File: config.mk
export PLATFORM = sky130hd
export DESIGN_NAME = pwm_gen
export DESIGN_NICKNAME = d
export VERILOG_FILES = /design/src/rtl/pwm_gen.sv
export SDC_FILE = /design/constraint.sdc
export NUM_CORES = 1
export LEC_CHECK = 0
export CORE_ASPECT_RATIO = 1.5
export CORE_MARGIN = 8
export CORE_UTILIZATION = 30
export DETAILED_ROUTE_END_ITERATION = 7
export SYNTH_ARGS = -nofsm -noshare
export SYNTH_HDL_FRONTEND = slang
export SYNTH_SLANG_ARGS = --single-unit
File: constraint.sdc
create_clock -name clk -period 2.94 [get_ports clk]
set_clock_uncertainty 0.15 [all_clocks]
set_input_delay 0.588 -clock clk [delete_from_list [all_inputs] [get_ports clk]]
set_output_delay 0.588 -clock clk [all_outputs]
set_load 0.005 [all_outputs]
File: src/rtl/pwm_gen.sv
// Three-phase center-aligned PWM with shadowed duty triple and dead-time insertion.
// Up/down carrier; new duties take effect at the carrier valley (cnt == 0).
module pwm_gen #(
    parameter int N  = 10,
    parameter int F  = 9,
    parameter int DT = 8
) (
    input  logic         clk,
    input  logic         rst_n,
    input  logic         enable,
    input  logic         fault,
    input  logic [N-1:0] duty_a,
    input  logic [N-1:0] duty_b,
    input  logic [N-1:0] duty_c,
    input  logic         duty_valid,
    output logic         duty_ready,
    output logic [5:0]   gates,
    output logic         period_start
);

    typedef enum logic {
        ST_IDLE,
        ST_RUN
    } st_t;

    typedef enum logic [1:0] {
        PH_OFF,
        PH_LO,
        PH_HI,
        PH_DEAD
    } ph_t;

    localparam logic [N-1:0] CNT_MAX = {N{1'b1}};
    localparam logic [N-1:0] CMP_MID = {1'b1, {(N-1){1'b0}}};
    localparam logic [7:0]   DT_LD   = 8'(DT - 1);

    st_t              r_state;
    st_t              w_state_nxt;
    logic [N-1:0]     r_cnt;
    logic             r_up;
    logic             r_full;
    logic [2:0][N-1:0] r_sh;
    logic [2:0][N-1:0] r_act;
    logic [2:0][N-1:0] w_cmp_in;
    logic             w_accept;
    logic             w_xfer;
    logic             w_run_keep;
    logic [2:0]       w_des;
    ph_t              r_ph [3];
    ph_t              w_ph_nxt [3];
    logic [2:0]       r_tgt;
    logic [2:0]       w_tgt_nxt;
    logic [7:0]       r_dt [3];
    logic [7:0]       w_dt_nxt [3];
    logic [5:0]       r_gates;
    logic [5:0]       w_gates_nxt;

    // Offset binary: the sign bit flips so -1 maps to 0 and 0 to mid-scale.
    assign w_cmp_in[0] = {~duty_a[F], duty_a[F-1:0]};
    assign w_cmp_in[1] = {~duty_b[F], duty_b[F-1:0]};
    assign w_cmp_in[2] = {~duty_c[F], duty_c[F-1:0]};

    // Top FSM: state register
    always_ff @(posedge clk) begin
        if (!rst_n) begin
            r_state <= ST_IDLE;
        end else begin
            r_state <= w_state_nxt;
        end
    end

    // Top FSM: next state
    always_comb begin
        w_state_nxt = r_state;
        unique case (r_state)
            ST_IDLE: if (enable && !fault) w_state_nxt = ST_RUN;
            ST_RUN:  if (!enable || fault) w_state_nxt = ST_IDLE;
            default: w_state_nxt = ST_IDLE;
        endcase
    end

    // Top FSM: outputs
    always_comb begin
        w_run_keep   = (r_state == ST_RUN) && (w_state_nxt == ST_RUN);
        period_start = (r_state == ST_RUN) && (r_cnt == '0);
    end

    always_ff @(posedge clk) begin
        if (!rst_n || !w_run_keep) begin
            r_cnt <= '0;
            r_up  <= 1'b1;
        end else if (r_up) begin
            if (r_cnt == CNT_MAX) begin
                r_cnt <= CNT_MAX - 1'b1;
                r_up  <= 1'b0;
            end else begin
                r_cnt <= r_cnt + 1'b1;
            end
        end else begin
            if (r_cnt == '0) begin
                r_cnt <= {{(N-1){1'b0}}, 1'b1};
                r_up  <= 1'b1;
            end else begin
                r_cnt <= r_cnt - 1'b1;
            end
        end
    end

    assign duty_ready = !r_full;
    assign w_accept   = duty_valid && !r_full;
    assign w_xfer     = r_full &&
                        (((r_state == ST_RUN) && (r_cnt == '0)) ||
                         ((r_state == ST_IDLE) && (w_state_nxt == ST_RUN)));

    // An accept coinciding with a transfer keeps the shadow full.
    always_ff @(posedge clk) begin
        if (!rst_n) begin
            r_full <= 1'b0;
            r_sh   <= {3{CMP_MID}};
            r_act  <= {3{CMP_MID}};
        end else begin
            if (w_xfer) r_act <= r_sh;
            if (w_accept) begin
                r_sh   <= w_cmp_in;
                r_full <= 1'b1;
            end else if (w_xfer) begin
                r_full <= 1'b0;
            end
        end
    end

    always_comb begin
        for (int i = 0; i < 3; i++) begin
            w_des[i] = r_act[i] > r_cnt;
        end
    end

    // Phase FSMs: state register
    always_ff @(posedge clk) begin
        if (!rst_n) begin
            for (int i = 0; i < 3; i++) begin
                r_ph[i] <= PH_OFF;
                r_dt[i] <= '0;
            end
            r_tgt   <= '0;
            r_gates <= '0;
        end else begin
            for (int i = 0; i < 3; i++) begin
                r_ph[i] <= w_ph_nxt[i];
                r_dt[i] <= w_dt_nxt[i];
            end
            r_tgt   <= w_tgt_nxt;
            r_gates <= w_gates_nxt;
        end
    end

    // Phase FSMs: next state
    always_comb begin
        w_tgt_nxt = r_tgt;
        for (int i = 0; i < 3; i++) begin
            w_ph_nxt[i] = r_ph[i];
            w_dt_nxt[i] = r_dt[i];
            if (!w_run_keep) begin
                w_ph_nxt[i]  = PH_OFF;
                w_tgt_nxt[i] = 1'b0;
                w_dt_nxt[i]  = '0;
            end else begin
                unique case (r_ph[i])
                    PH_DEAD: begin
                        if (w_des[i] != r_tgt[i]) begin
                            w_tgt_nxt[i] = w_des[i];
                            w_dt_nxt[i]  = DT_LD;
                        end else if (r_dt[i] == '0) begin
                            w_ph_nxt[i] = r_tgt[i] ? PH_HI : PH_LO;
                        end else begin
                            w_dt_nxt[i] = r_dt[i] - 1'b1;
                        end
                    end
                    PH_OFF, PH_LO, PH_HI: begin
                        if ((r_ph[i] == PH_OFF) ||
                            ((r_ph[i] == PH_HI) != w_des[i])) begin
                            w_ph_nxt[i]  = PH_DEAD;
                            w_tgt_nxt[i] = w_des[i];
                            w_dt_nxt[i]  = DT_LD;
                        end
                    end
                    default: w_ph_nxt[i] = PH_OFF;
                endcase
            end
        end
    end

    // Phase FSMs: gate decode, registered on the next edge
    always_comb begin
        w_gates_nxt = '0;
        for (int i = 0; i < 3; i++) begin
            w_gates_nxt[2*i]   = (w_ph_nxt[i] == PH_HI);
            w_gates_nxt[2*i+1] = (w_ph_nxt[i] == PH_LO);
        end
    end

    assign gates = r_gates;

endmodule

== Word-level counts from Yosys, hierarchy flattened ==
Memory sizes are Yosys's and may differ from the RTL's.
Cells that the tools add are included.
Word-level totals
  register bits: 82
  RAM bits: 30
  memories kept: 2
Operators by class
  add/sub/neg operators: 5
  $lt $le $gt $ge: 3
  equality and inequality tests: 28
  muxes and demuxes: 61
  bitwise logic cells: 10
  reductions and logical operators: 32
Memories
  r_dt: words 3, width 8, read ports 3, clocked after memory_dff 0, write ports 3, RTL line 53  | logic [7:0] r_dt [3];
  r_ph: words 3, width 2, read ports 3, clocked after memory_dff 0, write ports 3, RTL line 49  | ph_t r_ph [3];
Operators by type and width (count)
  8-bit 2-to-1 mux: 15
  8-bit case mux with 2 select lines: 3
  2-bit 2-to-1 mux: 18
  10-bit > comparator: 3
  10-bit 2-to-1 mux: 3
  8-bit logical NOT: 3
  8-bit by 1-bit subtractor with 8-bit output, second input constant: 3
  2-bit equality test, second input constant: 9
  1-bit 2-to-1 mux: 15
  2-bit by 1-bit equality test with 1-bit output, second input constant: 6
  2-bit != test, second input constant: 6
  2-bit case mux with 2 select lines: 3
  10-bit by 1-bit adder with 10-bit output, second input constant: 1
  10-bit equality test, second input constant: 1
  10-bit logical NOT: 1
  10-bit by 1-bit subtractor with 10-bit output, second input constant: 1
  3-bit OR reduction: 3
  1-bit case mux with 2 select lines: 4
  2-bit AND reduction: 4
  1-bit logical AND: 6
  2-bit logical NOT: 3
  1-bit logical OR: 6
  1-bit != test: 6
  1-bit bitwise OR: 6
  other kinds (3): 10

== Depth between registers and ports, before layout ==
Gate-level depths: netlist of run 1.
  depth in word-level cells: 9
  gate-level depth with buffers: 11

== Least setup slack after synthesis of run 1 ==
Ideal clock, no wire load.
  kind: register to register
  start: reg r_cnt[3]
  end: mem r_dt[1][6], in the netlist r_dt[0][14]
  setup time: 101 ps
  data arrival time: 2611 ps
  required time: 2689 ps
  setup slack: 78 ps
  stages on the path, launching flop included: 11
  clock period less this slack: 2862 ps
  cell sequence: dfxtp_1 clkbuf_1 inv_1 ha_1 and4_1 o21a_1 a2111oi_0 nor3_1 nor4_1 nand2_1 o41ai_1
RTL lines
  start, declared: RTL line 39  | logic [N-1:0] r_cnt;
  start signal, assigned: RTL line 94  | r_cnt <= CNT_MAX - 1'b1;
  start signal, assigned: RTL line 97  | r_cnt <= r_cnt + 1'b1;
  start signal, assigned: RTL line 101  | r_cnt <= {{(N-1){1'b0}}, 1'b1};
  end, declared: RTL line 53

==> results of run 1 <==
[worst reg2reg max path: cells and delay by family (launching register included)]
kind / cells / cell delay (ns)
buf+inv: 2 / 0.32
flops: 1 / 0.36
simple gates: 3 / 0.45
fa+ha+maj: 1 / 0.36
compound gates: 4 / 1.00
[power by group]
group / internal [uW] / switching (uW) / leakage (uW)
registers: 1550 / 24.0 / 0.000910
clock network: 628 / 574 / 0.000140
logic: 122 / 126 / 0.00160
[Yosys cell counts, types with 5 or more instances]
cell type and number:
nand2_1 163, dfxtp_1 112, ha_1 35, clkbuf_1 34, a21boi_0 33, a21oi_1 32, nor2_1 32, inv_1 29
o21ai_0 28, a21boi_1 27, nand3_1 24, nor3_1 22, and3_1 13, a31oi_1 11, a211oi_1 9, nand4_1 9
a21o_1 8, nor4_1 7, o21ai_1 7, o22ai_1 7, nand2b_1 6, nor2b_1 5, o211ai_1 5
[state kept, by name, indices dropped and copies added (netlist names)]
register,cells
r_full,1
r_sh,30
gates,6
r_state,1
r_up,1
r_act,30
r_ph,6
r_tgt,3
r_dt,24
r_cnt,10
[timing repair]
item	CTS	global route
setup endpoints to repair	1	25
setup buffers	2	4
gates resized for setup	5	13
hold buffers	0	0
pin swaps	0	4
[metal layers]
metal,routed length (microns),up-vias
met5,0,-
met4,266,0
met3,360,17
met2,6857,95
met1,6466,2423
li1,-,2700
[cell families after synthesis]
group	Yosys count	share of synthesized area (%)
compound gates	201	24.03
xor+xnor	4	0.6018
buf+inv	66	4.450
simple gates	307	24.36
flops	112	38.52
fa+ha+maj	35	7.524
mux	3	0.5159
[through the flow]
stage          instance area [sq um]  setup WS [ns]
3_5_place_dp                    6674        0.01244
4_1_cts                         7017       0.001061
6_report                        7101         0.2108
5_1_grt                         7101      -0.001620
2_1_floorplan                   5821        0.07849
3_3_place_gp                    6674        0.05697
[worst max-delay path by stage]
stage | startpoint | to | depth (start not counted)
3_3_place_gp | r_cnt[4] | r_dt[0][14] | 10
6_report | r_cnt[4] | r_dt[0][9] | 10
3_5_place_dp | r_cnt[1] | period_start | 6
5_1_grt | r_cnt[1] | r_dt[0][2] | 12
2_1_floorplan | r_cnt[3] | r_dt[0][14] | 10
4_1_cts | r_cnt[4] | r_dt[0][14] | 10
[layout make-up]
class / count / area [sq um]
fill: 2064 / 11980
multi-input combinational: 550 / 3393
sequential: 112 / 2245
timing repair buffer: 80 / 733.2
tap: 256 / 320.3
clock buffer: 11 / 252.7
inverter: 30 / 116.4
clock inverter: 5 / 40.04
==> results.md, run 1 <==
- Run status: finished, final reports clean
- Most common cell after layout, fill and taps aside: nand2_1
- R2R Setup Slk: approximately 0.21 ns
- Power density cells: ~430 nW/um^2
- Worst slew margin: approximately 54%
- # nets final: approximately 850
- Hold path cells: 2
- Worst path arrival time: ~2.8 ns
- Crit. End Element: flop
- RR Startpoint: r_cnt[4]
- CTS tree: yes
- Post-DP HPWL: 10,300 microns
- Core Box Area: ~19,000 sq um
- Global routing's busiest layer: met2
- Worst path top cell family by delay: compound AO/OA/AOI/OAI gates
- Overall Global Routing Usage: between 10% and 20%
- LEAKAGE: between 0.002 and 0.003 uW
- Via density: approximately 5
- Vias in the first global route: around 5.2k
- Routed wire length per instance: 13.36 microns
- Setup tns final: 0 ns
- Clock sinks: 112
- Yosys cell types: slightly below 60
- Seq/Total Area, Yosys: between 30 and 40%
- Bufs and invs on worst path: 2
- Most frequent cells in the layout: 162 x nand2_1, 110 x dfxtp_1, 41 x clkdlybuf4s50_1, 36 x buf_4, 34 x ha_1
- Peak Freq: ~370 MHz
- Final hold violation count: 0
- M3 GR Usage: between 1.5 and 2%
- CP max stage cell: a2111o_1
- Ys async rst share: 0%
- Grt met1 use: between 10 and 15%
- Number of diodes: 0
- Seq cells post-synth: about 110
- First-pass GRT wire length: about 24,000 microns
- Crit Path Max Fanout: 6
- Die area: between 20,000 and 25,000 sq um
- Final core utilization: 37.21%
- Syn Nets: around 800
- Die width: around 130 microns
- Max-Cap Viols: 0
- Top_reg_cell synth: dfxtp_1
- Via count: 5,235
- Critical Path RT: about 3.0 ns
- Share of the synthesized area in the top cell type: 38.52%
- Worst-Margin Slew: 0.6796 ns
- Setup Crit Path Kind: reg2reg
- Min Hold Slack: about 0.3 ns
- Clock-pin transition on the worst setup and hold timing paths: 0.08 ns
- Antenna-violating nets left: 0
- Ratio of final minimum period to clock period: ~93%
- Startpoint Class: flop
- Core Rows: 62
- Final Total Pwr: between 3000 and 4000 uW
- M2 GR Usage: about 20%
- Final Slew Violations: 0
- Cell taking the most area after synthesis: dfxtp_1
- DRT Pass-1 Iters: 5
- Initial antenna violation count: 0
- RR Endpoint: r_dt[0][9]
- H-tree Lvls: 3
- Total CTS buffers: 9
- Worst Hold Path EP: r_act[4]
- Hold Crit Start: r_sh[4]
- Routability-driven placement congestion ratio: between 0.8 and 0.9
- Layout cells sized above 1: 9.645%
- Post-Syn Area: approximately 5800 sq um
- Peak per-stage delay on the critical path: ~0.45 ns
- Total global routing overflow: 0
- Die H: ~190 microns
- YS warnings: 0
- Largest net degree at the start of global routing: 62
- Number of instances in the placed design: between 1k and 1.5k
- Clk buf depth: 2
- VDD IR-drop max: between 0.2 and 0.25 mV
- # DRC: 0
- Clock latency on the worst-skew pair: 0.35 ns
- Port Buf Inserts: 42
- Synth area leaders: dfxtp_1 39%, nand2_1 11%, ha_1 7.5%
- Mapped Cells: 728
- Final Critical Period: ~2.7 ns
- Final std cells w/o fill: between 1k and 1.5k
- Iter 0 DRT Violations: 249
- Cell chain of the critical path: clkinvlp_4 -> ha_1 -> and4_1 -> o21a_1 -> a2111o_1 -> a21oi_1 -> nor4_1 -> buf_4 -> and2_1 -> a221oi_1
- Setup violators final: 0
- Root buf cell: clkbuf_16
- Mapped Avg Cell Area: roughly 8.0 sq um
- Worst min path class: reg2reg
- I/O Pins: 43
- Worst Reg-to-Reg Cells: 10
- EDFF count, synth: 0
- Area growth syn-to-layout: 21.99%
- Starting Density: 30.50%
- Final wirelength: roughly 14,000 microns
Note: power is estimated with default switching activity, not from simulation.
==> inputs of run 2 (changes only) <==
SLEW_MARGIN = 10   (was not set)
==> results of run 2 <==
The final DEF is identical to that of run 1; final timing and power are the same.
==> inputs of run 3 (changes only) <==
CORE_MARGIN = not set   (was 8)
==> results.md, run 3 (synthesis results as in run 1) <==
- VDD IR-drop max: 0.2565 mV
- Placed cell area: between 6000 and 7000 sq um
- Final Slew Violations: 0
- Final std cells w/o fill: between 1k and 1.5k
- Layout fillers: 2,028
- Most frequent cells in the layout: 163 x nand2_1, 111 x dfxtp_1, 41 x clkdlybuf4s50_1, 35 x buf_4, 34 x ha_1
- Core Rows: 62
- Run status: finished, final reports clean
- Peak Freq: ~360 MHz
- Core Box Area: about 19,000 sq um
- Area growth syn-to-layout: 21.32%
- LEAKAGE: about 0.0026 uW
- Initial antenna violation count: 0
- Area occupied by multi-input gates: between 3000 and 4000 sq um
- Switching pwr: 729.8 uW
- Worst-Margin Slew: about 0.66 ns
- CTS tree: yes
- Crit Path Max Fanout: 5
- Starting Density: between 30% and 40%
- Via density: 4.998
- # DRC: 0
- H-tree Lvls: 3
- Die width: about 120 microns
- Via count: between 5k and 6k
- Port Buf Inserts: between 40 and 50
- Worst slew margin: a little under three fifths
- Ratio of final minimum period to clock period: 93.43%
- Clock sinks: between 100 and 150
- Hold path cells: 2
- Max-Cap Viols: 0
- Startpoint Class: flop
- Post-layout instance area: about 7100 sq um
- Worst min path class: reg2reg
- Top cell by count, worst path: nand2_1
- Final core utilization: about 37%
- Critical Path RT: 3.04 ns
- Total global routing overflow: 0
- Biggest regs: r_act (30), r_sh (30), r_dt (24)
- Die H: about 170 microns
- Cell chain of the critical path: inv_1 -> ha_1 -> nand2_1 -> o21ai_0 -> o21a_1 -> a21oi_1 -> nor4_1 -> buf_4 -> nand2_1 -> o41ai_1
- CP max stage cell: o21ai_0
- Peak per-stage delay on the critical path: between 0.5 and 0.6 ns
- Root buf cell: clkbuf_16
- RSZ-0062 raised after global routing: yes
- Layout cells sized above 1: 8.906%
- Most common cell after layout, fill and taps aside: nand2_1
- Clock latency on the worst-skew pair: 0.35 ns
- DRT Pass-1 Iters: 4
- Total CTS buffers: 9
- Clock-pin transition on the worst setup and hold timing paths: 0.08 ns
- # nets final: approximately 850
- Final wirelength: about 14,000 microns
- Number of instances in the placed design: 1,024
- Worst path top cell family by delay: compound AO/OA/AOI/OAI gates
- Final Critical Period: around 2.7 ns
- Vias in the first global route: between 4k and 5k
- Bufs and invs on worst path: 2
- Final hold violation count: 0
- Iter 0 DRT Violations: ~220
- Setup violators final: 0
- Routed wire length per instance: 13.59 microns
- Antenna-violating nets left: 0
- Post-DP HPWL: 10,500 microns
- P_int: 2446 uW
- Register Area: between 2000 and 2500 sq um
- Worst Reg-to-Reg Cells: 10
- I/O Pins: 43
- Clock power share: a little over two fifths
- Largest net degree at the start of global routing: 62
- Comb pwr share: 7.7%
- Worst path arrival time: about 2.9 ns
- Routability-driven placement congestion ratio: around 0.89
- Setup Crit Path Kind: reg2reg
- Seq pwr share: just under 50%
- Overall Global Routing Usage: roughly 15%
- Die area: approximately 20,000 sq um
- First-pass GRT wire length: between 20,000 and 25,000 microns
- Switching share of power: between 20% and 30%
- Number of diodes: 0
- Power density cells: roughly 450 nW/um^2
- Clk buf depth: 2
- Crit. End Element: flop
- Worst path depth: 10
## run 3: cell count changes in the layout (fill, tap and decap cells not counted), sizes merged
| cell | previous run | this run |
|---|---|---|
| bufinv | 0 | 2 |
| clkinv | 2 | 3 |
| dlymetal6s2s | 1 | 0 |
| clkbuf | 11 | 10 |
| clkinvlp | 3 | 1 |
| dlygate4sd2 | 0 | 1 |
| buf | 38 | 36 |
## run 3: power groups by stage
stage	Combinational (uW)	Sequential, uW	Clock, uW
floorplan	147	1600	0
global placement	243	1610	0
detailed placement	244	1610	0
CTS	245	1580	1400
global route	276	1580	1450
finish	244	1580	1350
## run 3: area by class of cell
cell class	count	area share [%]
Sequential cell	112	31.77
Inverter	30	1.595
Clock buffer	10	3.384
Clock inverter	6	1.276
Timing Repair Buffer	78	9.940
Tap cell	256	4.536
Multi-Input combinational cell	550	47.50
## run 3: final timing paths
path | from | endpoint | slack, ns
hold reg to reg | r_sh[5] | r_act[5] | 0.29
setup reg to reg | r_cnt[8] | r_dt[0][14] | 0.19
setup / recovery | r_cnt[8] | r_dt[0][14] | 0.19
hold / removal | r_sh[5] | r_act[5] | 0.29
## run 3: per-stage QoR
| stage | hold WS (ns) | worst slack [ns] | setup TNS, ns | total power, uW |
|---|---|---|---|---|
| final | 0.2920 | 0.1932 | 0 | 3176 |
| after detailed placement | 0.2956 | 0.03901 | 0 | 1856 |
| after global placement | 0.2894 | 0.02834 | 0 | 1854 |
| after global routing | 0.3161 | -0.009143 | -0.01430 | 3310 |
| after floorplan | 0.2810 | 0.07849 | 0 | 1751 |
| after CTS | 0.2991 | 0.06226 | 0 | 3221 |
## run 3: per-layer routing
| layer | wire [microns] | vias up | GRT usage (%) |
|---|---|---|---|
| met5 | 0 | - | 0 |
| met4 | 351 | 0 | 6.464 |
| met3 | 448 | 23 | 2.103 |
| met2 | 7100 | 103 | 25.47 |
| met1 | 6258 | 2385 | 17.91 |
| li1 | - | 2697 | - |
## run 3: timing repair
item	CTS	global route
buffers inserted	2	0
pin swaps	2	1
gates resized for setup	4	7
setup endpoints to repair	1	16
hold buffers	0	0
endpoints found under the hold margin	0	0
## run 3: tightest hold or removal path: stages, from the launching register on
cell and delay [ns]:
dfxtp_1 0.31, nand2_1 0.05, a21boi_1 0.05
